<file path="config.mk">
export PLATFORM = sky130hd
export DESIGN_NAME = stopwatch_counter_flat
export DESIGN_NICKNAME = d
export VERILOG_FILES = /design/src/rtl/stopwatch_counter_if.sv /design/src/rtl/stopwatch_counter.sv /design/src/flat_wrapper.sv
export SDC_FILE = /design/constraint.sdc
export NUM_CORES = 1
export LEC_CHECK = 0
export ABC_AREA = 0
export BUFFER_PORTS_ARGS = -buffer_cell sky130_fd_sc_hd__buf_2
export CORE_AREA = 2 2 75 77
export CTS_CLUSTER_SIZE = 8
export DETAILED_ROUTE_END_ITERATION = 6
export DIE_AREA = 0 0 77 79
export PLACE_DENSITY_LB_ADDON = 0.05
export SYNTH_ARGS = -nofsm -noshare
export SYNTH_HDL_FRONTEND = slang
export SYNTH_SLANG_ARGS = --single-unit
</file>
<file path="constraint.sdc">
create_clock -name clkIn -period 2.8 [get_ports clkIn]
set_clock_uncertainty 0.1 [all_clocks]
set_input_delay 0.42 -clock clkIn [delete_from_list [all_inputs] [get_ports clkIn]]
set_output_delay 0.42 -clock clkIn [all_outputs]
set_load 0.01 [all_outputs]
</file>
<file path="src/rtl/stopwatch_counter_if.sv">
// Bundle of signals between the stopwatch control FSM and the timekeeping counter.
//   master : control side; drives enCounterIn, clrCounterIn and lapIn, and reads the results
//   slave  : counter side; reads the strobes and drives timeOut, tickOut and overflowOut
// Signals:
//   enCounterIn   count enable, level-sensitive
//   clrCounterIn  synchronous clear, level-sensitive
//   lapIn         one-cycle lap toggle pulse
//   timeOut       MM:SS.hh as six packed BCD digits
//   tickOut       one-cycle pulse for each hundredth increment
//   overflowOut   sticky flag for the wrap from 59:59.99 to 00:00.00
interface stopwatch_counter_if;
  logic        enCounterIn;
  logic        clrCounterIn;
  logic        lapIn;
  logic [23:0] timeOut;
  logic        tickOut;
  logic        overflowOut;

  modport master (
    output enCounterIn,
    output clrCounterIn,
    output lapIn,
    input  timeOut,
    input  tickOut,
    input  overflowOut
  );

  modport slave (
    input  enCounterIn,
    input  clrCounterIn,
    input  lapIn,
    output timeOut,
    output tickOut,
    output overflowOut
  );
endinterface

</file>
<file path="src/rtl/stopwatch_counter.sv">
// Stopwatch timekeeping datapath. A prescaler divides clkIn down to hundredths of a second.
// The elapsed time is kept as six BCD digits (MM:SS.hh), which the digit cascade carries
// through.
// Ports:
//   clkIn  system clock; all state changes on its rising edge
//   rstIn  asynchronous, active-high reset
//   bus    stopwatch_counter_if.slave; carries the enable, clear and lap inputs and the
//          time, tick and overflow outputs
// Parameter:
//   TICK_DIV  clkIn cycles per hundredth of a second (>= 1)
// Build option:
//   STOPWATCH_LAP_EN  adds a lap register. While the lap state is FROZEN, timeOut shows the
//   captured time and the live count keeps running.
module stopwatch_counter #(
  parameter int unsigned TICK_DIV = 1000000
) (
  input logic                clkIn,
  input logic                rstIn,
  stopwatch_counter_if.slave bus
);

  localparam int unsigned    PreW    = ($clog2(TICK_DIV) > 1) ? $clog2(TICK_DIV) : 1;
  localparam logic [PreW-1:0] PreLast = PreW'(TICK_DIV - 1);

  logic [PreW-1:0] pre_q, pre_d;
  logic [23:0]     cnt_q, cnt_d;
  logic            tick_q, tick_d;
  logic            ovf_q, ovf_d;

  // BCD increment of the live count. A carry out of the top digit means a full wrap.
  logic [23:0] cnt_inc;
  logic        full_wrap;
  logic        carry;
  logic [3:0]  lim;

  always_comb begin
    cnt_inc = cnt_q;
    carry   = 1'b1;
    lim     = 4'd9;
    for (int i = 0; i < 6; i++) begin
      // Digits 3 and 5 are the tens of seconds and the tens of minutes.
      lim = (i == 3 || i == 5) ? 4'd5 : 4'd9;
      if (carry) begin
        // Using >= pulls any out-of-range digit back to 0.
        if (cnt_q[i*4 +: 4] >= lim) begin
          cnt_inc[i*4 +: 4] = 4'd0;
        end else begin
          cnt_inc[i*4 +: 4] = cnt_q[i*4 +: 4] + 4'd1;
          carry             = 1'b0;
        end
      end
    end
    full_wrap = carry;
  end

  always_comb begin
    pre_d  = pre_q;
    cnt_d  = cnt_q;
    tick_d = 1'b0;
    ovf_d  = ovf_q;
    if (bus.clrCounterIn) begin
      pre_d = '0;
      cnt_d = '0;
      ovf_d = 1'b0;
    end else if (bus.enCounterIn) begin
      // The prescaler counts from 0 to PreLast and never goes above it.
      if (pre_q != PreLast) begin
        pre_d = pre_q + PreW'(1);
      end else begin
        pre_d  = '0;
        cnt_d  = cnt_inc;
        tick_d = 1'b1;
        if (full_wrap) begin
          ovf_d = 1'b1;
        end
      end
    end
  end

  always_ff @(posedge clkIn or posedge rstIn) begin
    if (rstIn) begin
      pre_q  <= '0;
      cnt_q  <= '0;
      tick_q <= 1'b0;
      ovf_q  <= 1'b0;
    end else begin
      pre_q  <= pre_d;
      cnt_q  <= cnt_d;
      tick_q <= tick_d;
      ovf_q  <= ovf_d;
    end
  end

  assign bus.tickOut     = tick_q;
  assign bus.overflowOut = ovf_q;

`ifdef STOPWATCH_LAP_EN
  typedef enum logic [0:0] {StLive, StFrozen} lap_state_e;

  lap_state_e  lap_state_q, lap_state_d;
  logic [23:0] lap_q, lap_d;

  always_comb begin
    lap_state_d = lap_state_q;
    lap_d       = lap_q;
    if (bus.clrCounterIn) begin
      lap_state_d = StLive;
      lap_d       = '0;
    end else if (bus.lapIn) begin
      unique case (lap_state_q)
        StLive: begin
          // cnt_q is the registered value from before this edge's tick.
          lap_d       = cnt_q;
          lap_state_d = StFrozen;
        end
        StFrozen: lap_state_d = StLive;
        default:  lap_state_d = StLive;
      endcase
    end
  end

  always_ff @(posedge clkIn or posedge rstIn) begin
    if (rstIn) begin
      lap_state_q <= StLive;
      lap_q       <= '0;
    end else begin
      lap_state_q <= lap_state_d;
      lap_q       <= lap_d;
    end
  end

  assign bus.timeOut = (lap_state_q == StFrozen) ? lap_q : cnt_q;
`else
  logic unused_lap;
  assign unused_lap  = bus.lapIn;
  assign bus.timeOut = cnt_q;
`endif

endmodule
</file>
<file path="src/flat_wrapper.sv">
// flat-port wrapper written by rule: the top's interface ports become plain ports
module stopwatch_counter_flat 
#(
  parameter int unsigned TICK_DIV = 1000000
)
  (clkIn, rstIn, bus_enCounterIn, bus_clrCounterIn, bus_lapIn, bus_timeOut, bus_tickOut, bus_overflowOut);
  stopwatch_counter_if bus_i ();
  input logic clkIn;
  input logic rstIn;
  input wire logic [$bits(bus_i.enCounterIn)-1:0] bus_enCounterIn;
  input wire logic [$bits(bus_i.clrCounterIn)-1:0] bus_clrCounterIn;
  input wire logic [$bits(bus_i.lapIn)-1:0] bus_lapIn;
  output wire logic [$bits(bus_i.timeOut)-1:0] bus_timeOut;
  output wire logic [$bits(bus_i.tickOut)-1:0] bus_tickOut;
  output wire logic [$bits(bus_i.overflowOut)-1:0] bus_overflowOut;
  assign bus_i.enCounterIn = bus_enCounterIn;
  assign bus_i.clrCounterIn = bus_clrCounterIn;
  assign bus_i.lapIn = bus_lapIn;
  assign bus_timeOut = bus_i.timeOut;
  assign bus_tickOut = bus_i.tickOut;
  assign bus_overflowOut = bus_i.overflowOut;
  stopwatch_counter #(.TICK_DIV(TICK_DIV)) u_core (.clkIn(clkIn), .rstIn(rstIn), .bus(bus_i));
endmodule
</file>
==> out/metrics.csv, run 1 <==
metric,value,unit
ys_seq_area_share,42.1,%
synth_area_leaders,"dfrtp_1 (42%), ha_1 (8.7%), nor2_1 (4.4%)",
slew-limit-headroom,14.0,%
ys_ff_latch,46,
grt_use_met3,2.73,%
clock_sinks,46,
htreeDepth,2,
via_count,2339,
ir_worst_vdd,299,µV
grt_overflow,0,
synth_fp_nets,329,
powerDensity,361,nW/µm²
worstSetupPathType,reg -> reg,
cap_violations,0,
use_met2,37.0,%
cts_tree,built,
tightest_slew,1.28,ns
antenna_found_initial,0,
cp-end-kind,flop,
yosysMostFrequentCell,dfrtp_1,
status,"finished, violations left",
period_needed,2.87,ns
die_w,77,µm
netlist_top_cells_count,"dfrtp_1 (46), nor2_1 (32), nand2_1 (26), a21oi_1 (23), ha_1 (19)",
p_total,1.20,mW
fin_util,62.4,%
wirelength,5990,µm
crit_fanout,6,
vias_per_cell,5.41,
hold_viol_final,0,
initial_utilization,51.2,%
area_growth,21.8,%
async_flop_share,100,%
synth.distinct_cells,40,
postSynthCellCount,305,
leakagePower,1.49,nW
grt_use_total,20.5,%
grt_use_met1,25.4,%
grt_pass1_wl,10200,µm
worstSkewPairLatency,0.29,ns
place_area,3100,µm²
fin_area,3330,µm²
core,5340,µm²
clockBufferDepth,2,
cp_data_required_time,2.92,ns
drive_above_1_share,21.7,%
die-area,6080,µm²
min_path_type,in -> reg,
setup_tns,-0.392,ns
die_h,79,µm
ios,31,
rows,27,
maxSlewViolCount,0,
syn_area,2730,µm²
antennaDiodeCount,0,
port_buffers,29,
synth_top_area_share,42.1,%
arrival,2.99,ns
ant_nets,0,
setup_viol,7,
timing.final.ws_setup,-0.0713,ns
period_share,103,%
rsz0062_at_grt,yes,
grt_pass1_vias,2248,
synth-edff-count,0,
place.gp.congestion,0.833,
drt-wirelength-per-cell,13.9,µm
cts_buffers,5,
cp-start-kind,flop,
dr.pass1.iters,4,
clk_pin_slew,0.09,ns
nNetsFinal,383,
synth_flop_cell,dfrtp_1,
grt_max_degree,25,
pre_cts_slack,-0.126,ns
yosys_warnings,0,
hpwl,4230,µm
fmax,348,MHz
cts_root_buffer,clkbuf_8,
syn_area_per_cell,8.96,µm²
failed_checks,setup timing,
yosys.area.top_type,dfrtp_1,
first_iter_violations,69,
top_usage_layer,met2,
drc,0,
[routing by layer]
metal	vias to the layer above	wire length (µm)	share of wire [%]
met5	-	0	0
met4	0	63	1.1
met3	7	123	2.1
met2	32	2990	50
met1	1116	2810	47
li1	1184	-	-
[kinds of logic after synthesis]
| kind of cell | after synthesis | share of synthesized area [%] |
|---|---|---|
| simple gates | 142 | 27.8 |
| compound gates | 51 | 10.9 |
| xor+xnor | 17 | 5.45 |
| fa+ha+maj | 19 | 8.70 |
| flops | 46 | 42.1 |
| mux | 3 | 1.14 |
| buf+inv | 27 | 3.89 |
[worst paths after layout]
check	startpoint	end	slack, ns	depth (start not counted)
min reg2reg	u_core.bus.overflowOut$_DFFE_PP0P_	u_core.bus.overflowOut$_DFFE_PP0P_	0.41	1
max reg2reg	u_core.pre_q[7]$_DFFE_PP0P_	u_core.bus.timeOut[19]$_DFFE_PP0P_	-0.07	6
min in group asynchronous	rstIn	u_core.bus.timeOut[20]$_DFFE_PP0P_	0.50	3
max in group asynchronous	rstIn	u_core.pre_q[18]$_DFFE_PP0P_	1.53	4
min	bus_clrCounterIn	u_core.bus.timeOut[6]$_DFFE_PP0P_	0.31	2
max	u_core.pre_q[7]$_DFFE_PP0P_	u_core.bus.timeOut[19]$_DFFE_PP0P_	-0.07	6
[flip-flops by register name (all words and copies together) (netlist names)]
signal and flops:
u_core.pre_q 20, u_core.bus.timeOut 24, u_core.bus.overflowOut 1, u_core.bus.tickOut 1
[worst max-delay path, stage by stage, from the launching register on]
cell and delay, ns:
dfrtp_1 0.38, or4_4 0.54, or4_4 0.54, or4_4 0.44, buf_6 0.15, or4_1 0.50, a21oi_1 0.14
[per-stage QoR]
| step | hold WS, ns | instances |
|---|---|---|
| 4_1_cts | 0.303 | 432 |
| 3_5_place_dp | 0.280 | 419 |
| 2_1_floorplan | 0.412 | 305 |
| 5_1_grt | 0.317 | 432 |
| 6_report | 0.310 | 432 |
| 3_3_place_gp | 0.281 | 419 |
[layout by cell type (no fill, tap or decap), types with 3 or more instances in the layout]
cell type,count
or3_1,11
nand2_1,26
nand3_1,17
nand2b_1,4
o21a_1,3
nand4_1,9
or4_4,3
dfrtp_1,46
nor3_1,3
and4_1,3
a21oi_1,22
xor2_1,9
o21ai_0,13
o31ai_1,4
xnor2_1,8
and3_1,3
and2_1,5
inv_1,16
ha_1,18
buf_4,25
buf_2,29
clkbuf_8,5
nor2_1,32
or4_1,6
or2_2,3
[repair_timing]
| action | CTS | global route |
|---|---|---|
| setup buffers | 3 | 0 |
| pin swaps | 2 | 2 |
| setup endpoints to repair | 12 | 14 |
| resized for setup | 5 | 11 |
| gates cloned | 1 | 0 |
| hold buffers | 1 | 0 |
| endpoints found under the hold margin | 11 | 0 |
[power breakdown]
part	internal [mW]	switching, mW	total (mW)
clock network	0.267	0.218	0.486
registers	0.666	0.00164	0.667
logic	0.0148	0.0355	0.0504
total	0.948	0.255	1.20
[area by class of cell]
cell class	count	area, µm²
Clock buffer	7	76.3
Clock inverter	1	30.0
Fill cell	465	2010
Inverter	17	63.8
Multi-Input combinational cell	232	1550
Sequential cell	46	1150
Tap cell	72	90.1
Timing Repair Buffer	57	365
No activity file was read; power rests on OpenSTA's default activity.
==> run 2, diff against run 1 <==
ABC_AREA = 1   (was 0)
CORE_AREA = 2 2 78 80   (was 2 2 75 77)
DIE_AREA = 0 0 80 82   (was 0 0 77 79)
PLACE_DENSITY_LB_ADDON = 0.2   (was 0.05)
==> run 2 against run 1 <==
Net effect:
- the run now ends clean
- non-clock buffer count fell by 27
- count of clock-buffer cells in the layout is the same
- cell count increased by 13%
- first-iteration DRC count rose by 71%
- core utilization down 6.2 points
- hold slack worse by 0.25 ns
- critical path depth up 4
- sequential power grew 14%
- clock power is 1% higher
- design area shrank 3.1%
- largest power group unchanged
==> out/metrics.csv, run 2 <==
metric,value,unit,change
synth-edff-count,0,,unchanged
cts_repair_resize_count,0,,was 5
cp-end-kind,flop,,unchanged
antenna_found_initial,0,,unchanged
place_area,3120,µm²,was 3100 µm²
pre_cts_slack,0.816,ns,was -0.126 ns
ios,31,,unchanged
p_total,1.52,mW,was 1.20 mW
ant_nets,0,,unchanged
fmax,513,MHz,was 348 MHz
fill_cells,569,,was 465
worstSkewPairLatency,0.30,ns,was 0.29 ns
path_delay_family,simple AND/OR/NAND/NOR gates,,unchanged
synthMuxAreaShare,0,%,was 1.14%
cp_data_required_time,2.88,ns,was 2.92 ns
period_needed,1.95,ns,was 2.87 ns
leakagePower,1.62,nW,was 1.49 nW
synthSimpleGateAreaFrac,32.6,%,was 27.8%
clockBufferDepth,2,,unchanged
yosys.area.top_type,dfrtp_1,,unchanged
setup_tns,0,ns,was -0.392 ns
synthAdderAreaFrac,8.17,%,was 8.70%
critPathMaxStageDelay,0.38,ns,was 0.54 ns
cts_buffers,5,,unchanged
syn_area,2910,µm²,was 2730 µm²
vias_per_cell,5.01,,was 5.41
synth_compound_area_share,7.87,%,was 10.9%
dr.pass1.iters,5,,was 4
slowest_stage,dfrtp_1,,was or4_4
ir_worst_vdd,284,µV,was 299 µV
holdWs,0.0617,ns,was 0.310 ns
clk_pin_slew,0.09,ns,about the same
regToRegStartpoint,u_core.pre_q[0]$_DFFE_PP0P_,,was u_core.pre_q[7]$_DFFE_PP0P_
min_path_type,in -> async,,was in -> reg
synth_top_area_share,39.6,%,was 42.1%
antennaDiodeCount,0,,unchanged
syn_area_per_cell,7.64,µm²,was 8.96 µm²
yosys_warnings,0,,unchanged
holdBufCountCts,0,,was 1
largest_register_ffs,24,,unchanged
tightest_slew,0.552,ns,was 1.28 ns
synth_fp_nets,405,,was 329
grt_pass1_wl,10200,µm,about the same
synth_area_leaders,"dfrtp_1 (40%), nand2_1 (13%), ha_1 (8.2%)",,"was dfrtp_1 (42%), ha_1 (8.7%), nor2_1 (4.4%)"
r2r_cells,10,,was 6
crit_fanout,24,,was 6
powerDensity,470,nW/µm²,was 361 nW/µm²
die-area,6560,µm²,was 6080 µm²
arrival,2.03,ns,was 2.99 ns
r2r_slack,0.85,ns,was -0.07 ns
drive_above_1_share,15.2,%,was 21.7%
core,5750,µm²,was 5340 µm²
rsz0062_at_grt,no,,was yes
initial_utilization,50.6,%,was 51.2%
die_w,80,µm,was 77 µm
crit_buf_inv,1,,unchanged
grt_max_degree,26,,was 25
die_h,82,µm,was 79 µm
path_cells,ha_1 > nand3_2 > nor2_4 > nand2_1 > clkinv_1 > nand3_4 > nand2_4 > nand2_2 > nand2_1 > o21ai_0,,was or4_4 > or4_4 > or4_4 > buf_6 > or4_1 > a21oi_1
cap_violations,0,,unchanged
maxSlewViolCount,0,,unchanged
ys_ff_latch,46,,unchanged
htreeDepth,2,,unchanged
drt-wirelength-per-cell,11.9,µm,was 13.9 µm
mostFrequentLayoutCells,"nand2_1 (97), inv_1 (51), dfrtp_1 (46)",,"was dfrtp_1 (46), nor2_1 (32), buf_2 (29)"
fin_area,3230,µm²,was 3330 µm²
rows,28,,was 27
cp-start-kind,flop,,unchanged
synth.distinct_cells,34,,was 40
grt_use_total,19.8,%,was 20.5%
port_buffers,29,,unchanged
synth_top_family_by_area,simple AND/OR/NAND/NOR gates,,unchanged
cp_common_cell,nand2_1,,was or4_4
grt_overflow,0,,unchanged
worst_r2r_endpoint,u_core.bus.timeOut[11]$_DFFE_PP0P_,,was u_core.bus.timeOut[19]$_DFFE_PP0P_
slew-limit-headroom,63.2,%,was 14.0%
synth_flop_cell,dfrtp_1,,unchanged
postSynthCellCount,381,,was 305
post-cts-setup-buffers,0,,was 3
setup_viol,0,,was 7
first_iter_violations,118,,was 69
period_share,69.6,%,was 103%
wirelength,5810,µm,was 5990 µm
place_inst,482,,was 419
netlist_top_cells_count,"nand2_1 (97), inv_1 (52), dfrtp_1 (46), nor2_1 (44), o21ai_0 (26)",,"was dfrtp_1 (46), nor2_1 (32), nand2_1 (26), a21oi_1 (23), ha_1 (19)"
clock_sinks,46,,unchanged
nNetsFinal,438,,was 383
cts_root_buffer,clkbuf_8,,unchanged
drc,0,,unchanged
grt_pass1_vias,2262,,was 2248
cts_tree,built,,unchanged
ys_seq_area_share,39.6,%,was 42.1%
worstSetupPathType,reg -> reg,,unchanged
layout_commonest_cell,nand2_1,,was dfrtp_1
hold_viol_final,0,,unchanged
place.gp.congestion,0.801,,was 0.833
synth_xor_xnor_area_share,3.01,%,was 5.45%
instances_no_fill,490,,was 432
status,"complete, no violations",,"was finished, violations left"
hpwl,4280,µm,was 4230 µm
area_growth,10.9,%,was 21.8%
async_flop_share,100,%,unchanged
timing.final.ws_setup,0.851,ns,was -0.0713 ns
yosysMostFrequentCell,nand2_1,,was dfrtp_1
via_count,2456,,was 2339
fin_util,56.1,%,was 62.4%
## run 2: cell count changes after synthesis, sizes merged, moves of 7 or more
cell,previous run,this run
nand2,26,104
inv,17,56
nor2,32,47
clkbuf,7,0
o21ai,13,32
or4,9,0
or3,13,0
a21oi,23,9
nand3,17,27
## run 2: area by class of cell
cell class                      instances  area, µm²  area share [%]
Clock buffer                            7       76.3            2.37
Inverter                               57        219            6.79
Clock inverter                          1       30.0           0.931
Timing Repair Buffer                   30        153            4.73
Sequential cell                        46       1150            35.7
Tap cell                               75       93.8            2.91
Multi-Input combinational cell        274       1500            46.6
## run 2: kinds of logic after synthesis
| logic type | count (synthesis) |
|---|---|
| XOR/XNOR | 10 |
| adder cells (fa/ha/maj) | 19 |
| buffers and inverters | 61 |
| AND/OR/NAND/NOR | 202 |
| AO/OA/AOI/OAI | 43 |
| flip-flops | 46 |
## run 2: worst max path at each step
stage / startpoint / end / slack, ns / depth (start not counted)
final: u_core.pre_q[0]$_DFFE_PP0P_ / u_core.bus.timeOut[11]$_DFFE_PP0P_ / 0.85 / 10
after global routing: u_core.pre_q[1]$_DFFE_PP0P_ / u_core.bus.timeOut[13]$_DFFE_PP0P_ / 0.59 / 9
after CTS: u_core.pre_q[0]$_DFFE_PP0P_ / u_core.bus.timeOut[13]$_DFFE_PP0P_ / 0.81 / 9
after detailed placement: u_core.pre_q[0]$_DFFE_PP0P_ / u_core.bus.timeOut[13]$_DFFE_PP0P_ / 0.82 / 10
after global placement: u_core.pre_q[0]$_DFFE_PP0P_ / u_core.bus.timeOut[19]$_DFFE_PP0P_ / 0.86 / 10
after floorplan: u_core.bus.timeOut[17]$_DFFE_PP0P_ / u_core.bus.timeOut[19]$_DFFE_PP0P_ / 1.07 / 8
## run 2: metal layers
layer  vias to the layer above  GRT usage (%)  share of wire [%]
li1                       1272              -                  -
met5                         -              0                  0
met4                         0           6.27               0.59
met3                         4           4.29                3.5
met1                      1140           26.8                 49
met2                        40           32.0                 47
## run 2: report_power, final
part           switching, mW  internal, mW  leakage (nW)
logic                  0.162         0.101         0.935
registers             0.0570         0.704         0.630
clock network          0.224         0.267        0.0524
total                  0.443          1.07          1.62
==> run 3, diff against run 2 <==
clock period = 1.65 ns   (was 2.8 ns; I/O delays follow)
==> run 3 against run 2 <==
Net effect:
- the run now ends with setup timing left
- combinational power increased by 140%
- power increased by 73%
- critical path depth unchanged
- register-to-register slack got worse by 0.88 ns
- global-route usage increased by 2.4 points
- clock power increased by 48%
- sequential cell count unchanged
- count of clock-buffer cells in the layout unchanged
- worst setup slack got worse by 0.88 ns
- design area increased by 17%
- first-iteration DRC count decreased by 10%
- sequential share of layout area decreased by 5.2 points
- critical path type unchanged
- highest routed layer unchanged
==> out/metrics.csv, run 3 (same netlist as run 2, synthesis figures left out) <==
metric,value,unit,change
status,"finished, violations left",,"was complete, no violations"
failed_checks,setup timing,,
slowest_stage,dfrtp_1,,unchanged
grt_overflow,0,,unchanged
core,5750,µm²,unchanged
place.gp.congestion,0.866,,was 0.801
cap_violations,0,,unchanged
hold_viol_final,0,,unchanged
pre_cts_slack,-0.188,ns,was 0.816 ns
leakagePower,1.90,nW,was 1.62 nW
die_w,80,µm,unchanged
fmax,594,MHz,was 513 MHz
hpwl,4890,µm,was 4280 µm
antenna_found_initial,0,,unchanged
area_growth,30.1,%,was 10.9%
worstSkewPairLatency,0.31,ns,was 0.30 ns
min_path_type,in -> reg,,was in -> async
grt_max_degree,22,,was 26
mostFrequentLayoutCells,"nand2_1 (93), inv_1 (48), buf_4 (47)",,"was nand2_1 (97), inv_1 (51), dfrtp_1 (46)"
rows,28,,unchanged
ir_worst_vdd,532,µV,was 284 µV
htreeDepth,2,,unchanged
die_h,82,µm,unchanged
arrival,1.82,ns,was 2.03 ns
die-area,6560,µm²,unchanged
period_needed,1.68,ns,was 1.95 ns
period_share,102,%,was 69.6%
via_count,2722,,was 2456
cts_buffers,5,,unchanged
layout_commonest_cell,nand2_1,,unchanged
whs_path_depth,3,,
tightest_slew,0.367,ns,was 0.552 ns
clock_sinks,46,,unchanged
ios,31,,unchanged
initial_utilization,50.6,%,unchanged
dr.pass1.iters,5,,unchanged
clk_pin_slew,0.09,ns,about the same
powerDensity,693,nW/µm²,was 470 nW/µm²
critPathMaxStageDelay,0.40,ns,was 0.38 ns
cp_data_required_time,1.79,ns,was 2.88 ns
drt-wirelength-per-cell,12.3,µm,was 11.9 µm
cts_root_buffer,clkbuf_8,,unchanged
drive_above_1_share,30.2,%,was 15.2%
timing.final.ws_setup,-0.0332,ns,was 0.851 ns
fill_cells,511,,was 569
maxSlewViolCount,0,,unchanged
path_cells,ha_4 > nand3_4 > nor2_4 > nand2_1 > clkinv_2 > nand3_4 > buf_4 > nand2_4 > nand2_1 > a21oi_2,,was ha_1 > nand3_2 > nor2_4 > nand2_1 > clkinv_1 > nand3_4 > nand2_4 > nand2_2 > nand2_1 > o21ai_0
largest_register_ffs,24,,unchanged
port_buffers,29,,unchanged
grt_pass1_vias,2626,,was 2262
holdWs,0.194,ns,was 0.0617 ns
slew-limit-headroom,75.5,%,was 63.2%
antennaDiodeCount,0,,unchanged
vias_per_cell,5.02,,was 5.01
grt_pass1_wl,11300,µm,was 10200 µm
nNetsFinal,490,,was 438
crit_fanout,8,,was 24
drc,0,,unchanged
first_iter_violations,106,,was 118
cts_tree,built,,unchanged
clockBufferDepth,2,,unchanged
worstSetupPathType,reg -> reg,,unchanged
grt_use_total,22.2,%,was 19.8%
setup_viol,21,,was 0
ant_nets,0,,unchanged
wirelength,6650,µm,was 5810 µm
rsz0062_at_grt,yes,,was no
r2r_cells,10,,unchanged
cp-end-kind,flop,,unchanged
cp-start-kind,flop,,unchanged
## run 3: path summary, 6_finish.rpt
| path | end | from | slack, ns |
|---|---|---|---|
| max | u_core.bus.overflowOut$_DFFE_PP0P_ | u_core.pre_q[1]$_DFFE_PP0P_ | -0.03 |
| min | u_core.pre_q[4]$_DFFE_PP0P_ | bus_enCounterIn | 0.19 |
| max reg2reg | u_core.bus.overflowOut$_DFFE_PP0P_ | u_core.pre_q[1]$_DFFE_PP0P_ | -0.03 |
| min reg2reg | u_core.bus.timeOut[23]$_DFFE_PP0P_ | u_core.bus.timeOut[23]$_DFFE_PP0P_ | 0.40 |
| max in group asynchronous | u_core.bus.timeOut[5]$_DFFE_PP0P_ | rstIn | 0.60 |
| min in group asynchronous | u_core.pre_q[1]$_DFFE_PP0P_ | rstIn | 0.35 |
## run 3: per-stage QoR
stage,cells,TNS [ns],power (mW),instance area (µm²),utilization (%)
6_report,542,-0.244,2.62,3780,65.9
5_1_grt,542,-3.99,2.80,3780,65.9
4_1_cts,542,-0.135,2.65,3760,65.4
3_5_place_dp,526,-4.42,1.88,3470,60.4
3_3_place_gp,526,-2.77,1.86,3470,60.4
2_1_floorplan,381,-0.000225,1.62,2920,-
## run 3: where the power goes
group | total (mW) | internal (mW) | leakage, nW | switching [mW]
combinational | 0.635 | 0.285 | 1.22 | 0.350
clock | 0.727 | 0.339 | 0.0482 | 0.389
sequential | 1.26 | 1.19 | 0.627 | 0.0667
total | 2.62 | 1.82 | 1.90 | 0.805
## run 3: worst max-delay path: cells and delay by family (launching register included)
family / cells / cell delay [ns]
DFF: 1 / 0.40
AOI/OAI and AO/OA: 1 / 0.12
buffers and inverters: 2 / 0.26
adders and majority gates: 1 / 0.17
and+or+nand+nor: 6 / 0.56
## run 3: cell type report
type | count | area, µm² | share of cell area [%]
multi-input combinational | 275 | 1660 | 43.8
sequential | 46 | 1150 | 30.5
timing repair buffer | 81 | 566 | 14.9
inverter | 57 | 223 | 5.89
tap | 75 | 93.8 | 2.48
clock buffer | 7 | 86.3 | 2.28
clock inverter | 1 | 5.00 | 0.132
## run 3: timing repair
action | in CTS | in global routing
gates resized for setup | 30 | 13
gates cloned | 1 | 0
endpoints found under the hold margin | 14 | 0
buffers inserted | 7 | 0
setup endpoints to repair | 38 | 42
pin swaps | 12 | 5
hold buffers | 1 | 0
## run 3: routing by layer
metal	part of all wire (%)	GRT usage, %	wire length [µm]
met1	42	24.4	2810
met3	3.6	4.62	237
met5	0	0	0
met2	51	41.6	3410
met4	3.0	8.98	198
